### src/rtl/calc_seq.sv
// calc_seq: latches two operands and a one-hot command, computes on a
// shared iterative datapath and streams the signed decimal answer + CR.
// Ports:
//   clk, rst          clock, asynchronous active-low reset
//   rdy               rising edge requests an operation (sampled in IDLE)
//   op_a, op_b, cmd   operands and one-hot command (add/sub/mul/div)
//   tx_data/valid/ready  ASCII byte stream to the transmitter
//   result, err       last result / invalid-operation flag
//   busy, done        not-IDLE level / pulse after the final CR transfer
module calc_seq #(
    parameter int WIDTH = 8
) (
    input  logic               clk,
    input  logic               rst,
    input  logic               rdy,
    input  logic [WIDTH-1:0]   op_a,
    input  logic [WIDTH-1:0]   op_b,
    input  logic [3:0]         cmd,
    output logic [7:0]         tx_data,
    output logic               tx_valid,
    input  logic               tx_ready,
    output logic [2*WIDTH-1:0] result,
    output logic               err,
    output logic               busy,
    output logic               done
);
    localparam int RW = 2 * WIDTH;
    localparam int CW = (WIDTH > 1) ? $clog2(WIDTH) : 1;

    localparam logic [2:0] IDLE  = 3'd0;
    localparam logic [2:0] CALC  = 3'd1;
    localparam logic [2:0] SIGN  = 3'd2;
    localparam logic [2:0] DIGIT = 3'd3;
    localparam logic [2:0] SEND  = 3'd4;
    localparam logic [2:0] TERM  = 3'd5;

    logic [2:0]       state;
    logic [2:0]       ret;
    logic             rdy_q;
    logic [3:0]       cmd_q;
    logic [WIDTH-1:0] a_q;
    logic [WIDTH-1:0] b_q;
    logic [RW-1:0]    mcand;
    logic [RW-1:0]    acc;
    logic [WIDTH:0]   rem;
    logic [CW-1:0]    cnt;
    logic [RW-1:0]    mag;
    logic [1:0]       pidx;
    logic [3:0]       dcnt;
    logic             seen;

    logic             start;
    logic             bad;
    logic             last;
    logic             div_bit;
    logic [RW-1:0]    mul_next;
    logic [RW-1:0]    div_next;
    logic [RW-1:0]    sub_res;
    logic [RW-1:0]    pw;
    logic [WIDTH:0]   rem_sh;
    logic [WIDTH:0]   rem_next;

    assign busy = (state != IDLE);

    always_comb begin
        start    = rdy & ~rdy_q & (state == IDLE);
        bad      = !$onehot(cmd_q) || (cmd_q[3] && (b_q == '0));
        last     = (cnt == CW'(WIDTH - 1));
        // mul: b_q shifts right, mcand shifts left, one partial per cycle
        mul_next = acc + (b_q[0] ? mcand : '0);
        // div: a_q shifts out MSB first into the remainder
        rem_sh   = (rem << 1) | (WIDTH + 1)'(a_q[WIDTH-1]);
        div_bit  = (rem_sh >= {1'b0, b_q});
        rem_next = div_bit ? (rem_sh - {1'b0, b_q}) : rem_sh;
        div_next = (acc << 1) | RW'(div_bit);
        sub_res  = RW'(a_q) - RW'(b_q);
        case (pidx)
            2'd0:    pw = RW'(1000);
            2'd1:    pw = RW'(100);
            2'd2:    pw = RW'(10);
            default: pw = RW'(1);
        endcase
    end

    always_ff @(posedge clk or negedge rst) begin
        if (!rst) begin
            state    <= IDLE;
            ret      <= IDLE;
            // Treat a level already high at reset release as old, so
            // only a fresh rising edge can start an operation.
            rdy_q    <= 1'b1;
            cmd_q    <= '0;
            a_q      <= '0;
            b_q      <= '0;
            mcand    <= '0;
            acc      <= '0;
            rem      <= '0;
            cnt      <= '0;
            mag      <= '0;
            pidx     <= '0;
            dcnt     <= '0;
            seen     <= 1'b0;
            tx_data  <= 8'h00;
            tx_valid <= 1'b0;
            result   <= '0;
            err      <= 1'b0;
            done     <= 1'b0;
        end else begin
            rdy_q <= rdy;
            done  <= 1'b0;
            case (state)
                IDLE: begin
                    if (start) begin
                        cmd_q <= cmd;
                        a_q   <= op_a;
                        b_q   <= op_b;
                        mcand <= RW'(op_a);
                        acc   <= '0;
                        rem   <= '0;
                        cnt   <= '0;
                        err   <= 1'b0;
                        state <= CALC;
                    end
                end
                CALC: begin
                    if (bad) begin
                        err      <= 1'b1;
                        tx_data  <= 8'h45;
                        tx_valid <= 1'b1;
                        ret      <= TERM;
                        state    <= SEND;
                    end else begin
                        unique case (1'b1)
                            cmd_q[0]: begin
                                result <= RW'(a_q) + RW'(b_q);
                                state  <= SIGN;
                            end
                            cmd_q[1]: begin
                                result <= sub_res;
                                state  <= SIGN;
                            end
                            cmd_q[2]: begin
                                acc   <= mul_next;
                                mcand <= mcand << 1;
                                b_q   <= b_q >> 1;
                                cnt   <= cnt + 1'b1;
                                if (last) begin
                                    result <= mul_next;
                                    state  <= SIGN;
                                end
                            end
                            cmd_q[3]: begin
                                acc <= div_next;
                                rem <= rem_next;
                                a_q <= a_q << 1;
                                cnt <= cnt + 1'b1;
                                if (last) begin
                                    result <= div_next;
                                    state  <= SIGN;
                                end
                            end
                            default: ;
                        endcase
                    end
                end
                SIGN: begin
                    pidx <= '0;
                    dcnt <= '0;
                    seen <= 1'b0;
                    if (result[RW-1]) begin
                        mag      <= -result;
                        tx_data  <= 8'h2D;
                        tx_valid <= 1'b1;
                        ret      <= DIGIT;
                        state    <= SEND;
                    end else begin
                        mag   <= result;
                        state <= DIGIT;
                    end
                end
                DIGIT: begin
                    if (mag >= pw) begin
                        mag  <= mag - pw;
                        dcnt <= dcnt + 1'b1;
                    end else begin
                        pidx <= pidx + 1'b1;
                        dcnt <= '0;
                        if ((dcnt != '0) || seen || (pidx == 2'd3)) begin
                            tx_data  <= 8'h30 + {4'h0, dcnt};
                            tx_valid <= 1'b1;
                            seen     <= 1'b1;
                            ret      <= (pidx == 2'd3) ? TERM : DIGIT;
                            state    <= SEND;
                        end
                    end
                end
                SEND: begin
                    if (tx_valid && tx_ready) begin
                        tx_valid <= 1'b0;
                        state    <= ret;
                        if (ret == IDLE) begin
                            done <= 1'b1;
                        end
                    end
                end
                TERM: begin
                    tx_data  <= 8'h0D;
                    tx_valid <= 1'b1;
                    ret      <= IDLE;
                    state    <= SEND;
                end
                default: state <= IDLE;
            endcase
        end
    end
endmodule

### config.mk
export PLATFORM = sky130hd
export DESIGN_NAME = calc_seq
export DESIGN_NICKNAME = d
export VERILOG_FILES = /design/src/rtl/calc_seq.sv
export SDC_FILE = /design/constraint.sdc
export NUM_CORES = 1
export LEC_CHECK = 0
export CAP_MARGIN = 20
export CORE_MARGIN = 1
export CORE_UTILIZATION = 37
export DETAILED_ROUTE_END_ITERATION = 8
export HOLD_SLACK_MARGIN = 0.05
export PLACE_DENSITY = 0.57
export SETUP_SLACK_MARGIN = 0.2
export SLEW_MARGIN = 20
export SYNTH_ARGS = -nofsm -noshare
export SYNTH_HDL_FRONTEND = slang
export SYNTH_SLANG_ARGS = --single-unit
### constraint.sdc
create_clock -name clk -period 5.53 [get_ports clk]
set_input_delay 1.106 -clock clk [delete_from_list [all_inputs] [get_ports clk]]
set_output_delay 1.106 -clock clk [all_outputs]
set_load 0.1 [all_outputs]
==> flow_summary_export.csv, run 1 <==
group,metric,value,unit
floorplanning,initial_utilization,37.67,%
synthesis,ys_types,85,
clock_network,post_cts_resize_count,0,
sta,min_period,4187,ps
cells_and_area,drive_gt1_share,7.751,%
clock_network,post_cts_buffers,0,
clock_network,cts_buffers,17,
routing,dr.pass1.iters,5,
grt,grt_start_max_net_pins,46,
routing,wl_per_cell,17.32,um
critical_path,rr_startpoint,"cmd_q[3]",
cells_and_area,nFillCells,2252,
synthesis,synth_ff_type,"dfrtp_1",
sta,rsz0062_at_grt,"false",
routing,vias,7308,
synthesis,synth.cell_area,0.008503,sq mm
floorplanning,fp.dieH,153.6,um
critical_path,critical_path_class,"register to register",
sta,max_freq,238.9,MHz
power,vdd_ir_drop_max,0.2501,mV
synthesis,synth-seq-cells,119,
floorplanning,die_width,153.6,um
critical_path,start_kind,"register",
critical_path,worstSetupStartpoint,"cmd_q[3]",
synthesis,async_flop_share,100.0,%
floorplanning,row_count,55,
synthesis,syn-instance-count,1004,
routing,drc,0,
cells_and_area,final_common_cell,"dfrtp_1",
clock_network,root_buffer,"clkbuf_16",
critical_path,crit_path_top_delay_cell,"nor2_2",
worst_hold_path,min_from,"tx_data[4]",
cells_and_area,antenna_cells,0,
place,numPortBuffers,50,
sta,worst_pin_slew,1111,ps
sta,tns,0,ps
grt,grt_overflow_total,0,
grt,antenna_found_initial,0,
sta,final_max_slew_viol_count,0,
power,p_leak,4.392,nW
cells_and_area,final_nets,1124,
routing,ant_nets,0,
place,dp_hpwl,16900,um
floorplanning,core_area,0.02257,sq mm
clock_network,clk_latency,420,ps
synthesis,yosys_warnings,0,
synthesis,synth.avg_cell_area,8.469,sq um
place,gp_congestion,0.8926,
routing,wirelength,23040,um
cells_and_area,layout_common_cells,"dfrtp_1 (118), nand2_1 (116), o21ai_0 (111)",
routing,via_per_inst,5.495,
job,max_cap_viol_count,0,
synthesis,synth_edf_count,0,
critical_path,worst_setup_path_end_kind,"register",
critical_path,cp.required,5820,ps
synthesis,synth-seq-area-share,35.04,%
cells_and_area,area_delta_synth_final,15.54,%
sta,slew-limit-headroom,25.66,%
clock_network,cts.sinks,119,
sta,hold_violations,0,
sta,period_share,75.71,%
cells_and_area,final_core_util,43.53,%
critical_path,r2r_slack,1340,ps
floorplanning,die-area,0.02359,sq mm
clock_network,cts.htree.levels,4,
status,outcome,"finished, final reports clean",
floorplanning,io_pins,52,
routing,drtIter0Drc,367,
critical_path,crit_fanout,34,
worst_hold_path,hold_path_depth,1,
clock_network,clockBufferDepth,2,
critical_path,path_cells,"buf_4, inv_1, fa_1, inv_1, ha_1, ha_1, or3b_1, a31oi_2, nand2_1, nor2_2, nor2_1, buf_4, nand2_1, o21ai_0",
clock_network,path_clk_slew,60,ps
sta,fin_skew,9.543,ps
synthesis,syn-num-nets,1096,
critical_path,max_stage_delay,590,ps
grt,track_usage,20.35,%
critical_path,worstRegToRegCells,14,
critical_path,arrival,4480,ps
worst_hold_path,hold_class,"register to register",
clock_network,hold_buffers,0,
grt,grt_pass1_vias,6988,
clock_network,tritoncts,"built",
power,power_density,700.0,mW/mm^2
grt,grt_pass1_wl,38120,um
sta,setup_violations,0,
==> final timing paths <==
path                                    to
max in group asynchronous        mcand[11]
worst min register to register  tx_data[4]
worst max register to register      b_q[5]
worst min-delay path            tx_data[4]
worst max-delay path                b_q[5]
min in group asynchronous       tx_data[4]
==> power by group <==
part / switching (W) / leakage, nW / total (W) / internal [W]
registers: 0.000468 / 1.53 / 0.00169 / 0.00122
clock network: 0.000422 / 0.288 / 0.00114 / 0.000717
logic: 0.00257 / 2.57 / 0.00405 / 0.00148
==> metrics by stage <==
| stage | hold slack (ps) | power [W] | cells | worst slack, ps | instance area, sq um |
|---|---|---|---|---|---|
| 3_3_place_gp | 467.1 | 0.005674 | 1297 | 1465 | 9215 |
| 3_5_place_dp | 472.7 | 0.005703 | 1297 | 1338 | 9215 |
| 4_1_cts | 485.4 | 0.006873 | 1329 | 1350 | 9813 |
| 2_1_floorplan | 438.5 | 0.004708 | 1004 | 1942 | 8503 |
| 5_1_grt | 502.0 | 0.007434 | 1330 | 929.6 | 9824 |
| 6_report | 480.8 | 0.006877 | 1330 | 1343 | 9824 |
==> final cells by class <==
cell class              count  area, sq um  share of cell area [%]
multi-input cells         792         5156                   52.48
flip-flops and latches    119         2979                   30.32
repair buffers             60        576.8                   5.871
clock buffers              19        442.9                   4.508
well taps                 285        356.6                   3.630
inverters                  42        157.7                   1.605
clock inverters            13        155.1                   1.579
==> worst max-delay path, delay by kind of cell (launching register included) <==
family | cells | cell delay, ps
fa+ha+maj | 3 | 1000
buf+inv | 4 | 930
flops | 1 | 320
simple gates | 5 | 1440
compound gates | 2 | 360
==> per-layer routing <==
metal / global-route usage (%) / wire [um]
met3: 3.298 / 853
met2: 32.32 / 10560
met1: 28.75 / 11410
met5: 0 / 0
met4: 5.095 / 221
==> sequential cells by signal (all words and copies together) (netlist names) <==
signal and count:
cnt 3, result 16, mag 16, a_q 8, rem 8, mcand 16, tx_data 7, ret 3
tx_valid 1, rdy_q 1, acc 16, cmd_q 4, dcnt 4, b_q 8, state 3, done 1
pidx 2, seen 1, err 1
==> cells in the mapped netlist, types with 5 or more instances <==
| library cell | instances | share of area, % |
|---|---|---|
| a221oi_1 | 5 | 0.51 |
| nand2_1 | 116 | 5.1 |
| xor2_1 | 20 | 2.1 |
| o21ai_1 | 6 | 0.35 |
| a21boi_0 | 5 | 0.44 |
| fa_1 | 6 | 1.4 |
| o31ai_1 | 12 | 1.1 |
| xnor2_1 | 20 | 2.1 |
| mux2i_1 | 21 | 2.5 |
| nor4_1 | 5 | 0.37 |
| inv_1 | 41 | 1.8 |
| nor2_1 | 79 | 3.5 |
| a31oi_1 | 17 | 1.3 |
| nor2b_1 | 13 | 0.96 |
| dfrtp_1 | 118 | 35 |
| ha_1 | 62 | 9.1 |
| nand3_1 | 36 | 2.1 |
| a21o_1 | 5 | 0.44 |
| clkbuf_1 | 36 | 1.6 |
| a211oi_1 | 5 | 0.44 |
| or3_1 | 5 | 0.37 |
| buf_2 | 9 | 0.53 |
| o21a_1 | 9 | 0.79 |
| and2_1 | 21 | 1.5 |
| a21oi_1 | 77 | 4.5 |
| nand2b_1 | 9 | 0.66 |
| o21ai_0 | 111 | 6.5 |
| nor3_1 | 17 | 1.0 |
| and3_1 | 9 | 0.66 |
==> kinds of logic after synthesis <==
family	share of synthesized area (%)
adders and majority gates	10.54
muxes	3.002
buffers and inverters	4.458
DFF	35.04
xor gates and xnor gates	4.120
other	0.04410
and+or+nand+nor	18.86
AOI/OAI and AO/OA	23.94
No activity file was read; power rests on OpenSTA's default activity.
==> inputs of run 2 (changes only) <==
--- a/config.mk
+++ b/config.mk
@@ -10,7 +10,7 @@
 export CORE_UTILIZATION = 37
 export DETAILED_ROUTE_END_ITERATION = 8
 export HOLD_SLACK_MARGIN = 0.05
-export PLACE_DENSITY = 0.57
+export PLACE_DENSITY = 0.59
 export SETUP_SLACK_MARGIN = 0.2
 export SLEW_MARGIN = 20
 export SYNTH_ARGS = -nofsm -noshare
==> constraint.sdc (replaced) <==
create_clock -name clk -period 3.47 [get_ports clk]
set_input_delay 0.694 -clock clk [delete_from_list [all_inputs] [get_ports clk]]
set_output_delay 0.694 -clock clk [all_outputs]
set_load 0.1 [all_outputs]
==> flow_summary_export.csv, run 2 (synthesis results as in run 1) <==
group,metric,value,unit
power,power_density,1109,mW/mm^2
clock_network,cts.sinks,119,
floorplanning,core_area,0.02257,sq mm
place,numPortBuffers,50,
cells_and_area,final_common_cell,"dfrtp_1",
clock_network,cts_buffers,17,
grt,antenna_found_initial,0,
critical_path,crit_path_top_delay_cell,"fa_1",
routing,drc,0,
power,p_leak,4.513,nW
sta,setup_violations,0,
critical_path,worst_setup_path_end_kind,"register",
routing,via_per_inst,5.475,
cells_and_area,drive_gt1_share,11.29,%
clock_network,clockBufferDepth,2,
cells_and_area,final_nets,1142,
critical_path,crit_fanout,15,
grt,grt_start_max_net_pins,57,
critical_path,worstSetupStartpoint,"cmd_q[0]",
grt,grt_pass1_wl,37050,um
critical_path,arrival,3510,ps
clock_network,path_clk_slew,60,ps
sta,worst_pin_slew,967.6,ps
critical_path,path_cells,"inv_1, fa_1, inv_1, ha_1, ha_1, or3b_1, a31oi_2, and2_4, nand2_4, or3_1, mux2_2, nand2_1",
sta,finalWorstSetupSlack,325.4,ps
routing,wirelength,22620,um
routing,wl_per_cell,16.78,um
floorplanning,row_count,55,
clock_network,clk_latency,430,ps
status,outcome,"finished, final reports clean",
sta,min_period,3145,ps
floorplanning,initial_utilization,37.67,%
cells_and_area,layout_common_cells,"dfrtp_1 (116), nand2_1 (115), o21ai_0 (111)",
place,gp_congestion,0.8532,
routing,ant_nets,0,
grt,grt_pass1_vias,7041,
critical_path,rr_startpoint,"cmd_q[0]",
sta,hold_violations,0,
floorplanning,die_width,153.6,um
sta,tns,0,ps
sta,max_freq,318.0,MHz
floorplanning,fp.dieH,153.6,um
worst_hold_path,hold_class,"input pin to asynchronous set/reset pin",
sta,period_share,90.62,%
routing,dr.pass1.iters,5,
cells_and_area,antenna_cells,0,
clock_network,root_buffer,"clkbuf_16",
clock_network,cts.htree.levels,4,
cells_and_area,area_delta_synth_final,16.89,%
power,vdd_ir_drop_max,0.4108,mV
sta,rsz0062_at_grt,"false",
critical_path,max_stage_delay,540,ps
grt,track_usage,19.80,%
sta,hold-worst-slack,342.5,ps
sta,final_max_slew_viol_count,0,
critical_path,start_kind,"register",
critical_path,critical_path_class,"register to register",
floorplanning,io_pins,52,
cells_and_area,final_cells,1348,
critical_path,cp.required,3840,ps
place,dp_slack,263.2,ps
place,place_inst,1312,
clock_network,tritoncts,"built",
job,max_cap_viol_count,0,
place,dp_hpwl,16780,um
sta,fin_skew,20.25,ps
routing,vias,7380,
floorplanning,die-area,0.02359,sq mm
routing,drtIter0Drc,454,
grt,grt_overflow_total,0,
clock_network,hold_buffers,0,
sta,slew-limit-headroom,35.29,%
-- run 2: area by class of cell --
type	count	area, sq um
fillers	2256	12630
multi-input cells	792	5179
flip-flops and latches	119	2982
repair buffers	78	675.6
clock buffers	24	491.7
well taps	285	356.6
inverters	42	157.7
clock inverters	8	97.59
-- run 2: routing by layer --
layer	share of wire, %	vias to the layer above	GRT usage (%)
met5	0	-	0
met3	4.3	18	3.861
li1	-	3686	-
met1	49	3529	27.01
met4	0.88	0	5.048
met2	46	147	32.03
-- run 2: what timing repair did --
| action | 4_1_cts | 5_1_grt |
|---|---|---|
| buffers inserted | 0 | 4 |
| endpoints found under the setup margin | 0 | 14 |
| resized for setup | 0 | 4 |
-- run 2: path summary, 6_finish.rpt --
path | endpoint | slack (ps) | cells past startpoint
worst max-delay path | result[14] | 330 | 12
worst min-delay path | b_q[1] | 340 | 1
worst max register to register | result[14] | 330 | 12
worst min register to register | mag[2] | 480 | 2
max in group asynchronous | result[4] | 2190 | 2
min in group clk | mag[2] | 480 | 2
-- run 2: per-stage QoR --
step	total power (W)	area (sq um)	utilization (%)
2_1_floorplan	0.007539	8533	-
3_3_place_gp	0.009109	9305	41.23
3_5_place_dp	0.009172	9305	41.23
4_1_cts	0.01098	9894	43.84
5_1_grt	0.01188	9940	44.04
6_report	0.01103	9940	44.04
-- run 2: power breakdown --
| part | total (W) | switching, W | internal [W] | leakage [nW] |
|---|---|---|---|---|
| clock | 0.00178 | 0.000654 | 0.00113 | 0.282 |
| sequential | 0.00265 | 0.000703 | 0.00195 | 1.53 |
| combinational | 0.00660 | 0.00414 | 0.00245 | 2.71 |
-- run 2: worst max-delay path: cells and delay by family, from the launching register on --
kind	cells	cell delay, ps
adder cells (fa/ha/maj)	3	970
multiplexers	1	260
buffers and inverters	2	110
AO/OA/AOI/OAI	1	260
flip-flops	1	330
AND/OR/NAND/NOR	5	1160
==> inputs of run 3 (changes only) <==
--- a/config.mk
+++ b/config.mk
@@ -9,10 +9,11 @@
 export CORE_MARGIN = 1
 export CORE_UTILIZATION = 37
 export DETAILED_ROUTE_END_ITERATION = 8
+export DONT_BUFFER_PORTS = 1
 export HOLD_SLACK_MARGIN = 0.05
-export PLACE_DENSITY = 0.59
+export PLACE_DENSITY = 0.56
 export SETUP_SLACK_MARGIN = 0.2
-export SLEW_MARGIN = 20
+export SLEW_MARGIN = 15
 export SYNTH_ARGS = -nofsm -noshare
 export SYNTH_HDL_FRONTEND = slang
 export SYNTH_SLANG_ARGS = --single-unit
==> flow_summary_export.csv, run 3 (synthesis results as in run 1) <==
group,metric,value,unit
sta,max_freq,325.7,MHz
routing,vias,7237,
critical_path,cp.required,3830,ps
status,violations,"hold timing",
clock_network,cts.sinks,119,
power,p_total,0.01128,W
grt,grt_overflow_total,0,
routing,ant_nets,0,
floorplanning,die_width,153.6,um
floorplanning,fp.dieH,153.6,um
sta,period_share,88.49,%
clock_network,tritoncts,"built",
place,gp_congestion,0.8366,
power,power_density,1167,mW/mm^2
routing,drtIter0Drc,413,
sta,hold_violations,97,
sta,hold-worst-slack,-29.94,ps
cells_and_area,final_cells,1313,
floorplanning,initial_utilization,37.67,%
cells_and_area,layout_common_cells,"dfrtp_1 (117), nand2_1 (115), o21ai_0 (111)",
sta,fin_skew,8.411,ps
job,max_cap_viol_count,0,
cells_and_area,area_delta_synth_final,13.68,%
floorplanning,die-area,0.02359,sq mm
critical_path,crit_fanout,15,
place,place_inst,1276,
sta,final_max_slew_viol_count,0,
clock_network,path_clk_slew,60,ps
worst_hold_path,hold_class,"input pin to asynchronous set/reset pin",
cells_and_area,fin_area,0.009667,sq mm
grt,track_usage,20.48,%
clock_network,clockBufferDepth,2,
sta,slew-limit-headroom,29.83,%
floorplanning,core_area,0.02257,sq mm
status,outcome,"complete, but fails checks",
cells_and_area,final_common_cell,"dfrtp_1",
place,numPortBuffers,0,
critical_path,worst_setup_path_end_kind,"register",
clock_network,root_buffer,"clkbuf_16",
place,place_area,0.008945,sq mm
cells_and_area,final_nets,1106,
grt,grt_pass1_wl,38230,um
routing,dr.pass1.iters,5,
place,dp_hpwl,16810,um
clock_network,cts_buffers,17,
cells_and_area,drive_gt1_share,11.20,%
critical_path,start_kind,"register",
sta,rsz0062_at_grt,"false",
power,vdd_ir_drop_max,0.3726,mV
clock_network,cts.htree.levels,4,
power,p_leak,4.385,nW
grt,antenna_found_initial,2,
sta,tns,0,ps
floorplanning,io_pins,52,
grt,grt_start_max_net_pins,120,
sta,worst_pin_slew,1053,ps
sta,setup_violations,0,
critical_path,critical_path_class,"register to register",
routing,wl_per_cell,17.78,um
routing,via_per_inst,5.512,
routing,wirelength,23340,um
sta,min_period,3070,ps
routing,drc,0,
floorplanning,row_count,55,
grt,grt_pass1_vias,6961,
clock_network,clk_latency,420,ps
critical_path,arrival,3430,ps
-- run 3: changes by cell type in the layout (fill, tap and decap cells not counted), moves of 2 or more --
cell             previous run  this run
clkinvlp_4                  3         1
buf_4                      46        42
bufinv_16                   2         5
clkdlybuf4s50_1            31         0
-- run 3: final cells by class --
type / count / area [sq um]
inverters: 42 / 157.7
multi-input cells: 792 / 5205
clock buffers: 24 / 481.7
well taps: 285 / 356.6
clock inverters: 8 / 167.7
repair buffers: 42 / 315.3
diodes: 1 / 2.502
flip-flops and latches: 119 / 2980
fillers: 2242 / 12900
-- run 3: worst max-delay path, cell delays in order, from the launching register on --
cell and delay (ps):
dfrtp_1 320, inv_1 70, fa_1 530, inv_1 40
ha_1 170, ha_1 270, or3b_4 390, a31oi_4 190
and2_4 250, nand2_8 100, or3_1 340, mux2_2 270
nand2_1 60
-- run 3: repair_timing --
action                                  4_1_cts  5_1_grt
endpoints found under the hold margin       118      118
resized for setup                             0        7
endpoints found under the setup margin        0       31
setup buffers                                 0        3
-- run 3: path summary, 6_finish.rpt --
kind | start | end | slack, ps | depth (start not counted)
max | cmd_q[0] | result[13] | 400 | 12
min | rst | tx_data[4] | -30 | 0
max reg2reg | cmd_q[0] | result[13] | 400 | 12
min reg2reg | mag[0] | mag[0] | 490 | 2
max in group asynchronous | rst | rdy_q | 3260 | 0
min in group clk | rdy | rdy_q | 260 | 0
-- run 3: power breakdown --
| group | internal [W] | switching [W] |
|---|---|---|
| logic | 0.00245 | 0.00408 |
| registers | 0.00194 | 0.000823 |
| clock network | 0.00133 | 0.000666 |
-- run 3: metrics by stage --
step / setup WS (ps) / hold WS (ps) / utilization (%)
2_1_floorplan: 193.8 / 398.4 / -
3_3_place_gp: 314.9 / 405.1 / 39.63
3_5_place_dp: 212.8 / 405.1 / 39.63
4_1_cts: 206.3 / -44.44 / 42.51
5_1_grt: 195.2 / -51.97 / 42.82
6_report: 399.5 / -29.94 / 42.83
-- run 3: per-layer routing --
metal  wire (um)  track usage, %  up-vias
met4         283           5.333        2
li1            -               -     3614
met1       11140           27.93     3449
met5          17               0        -
met3        1039           4.312       23
met2       10860           32.81      149
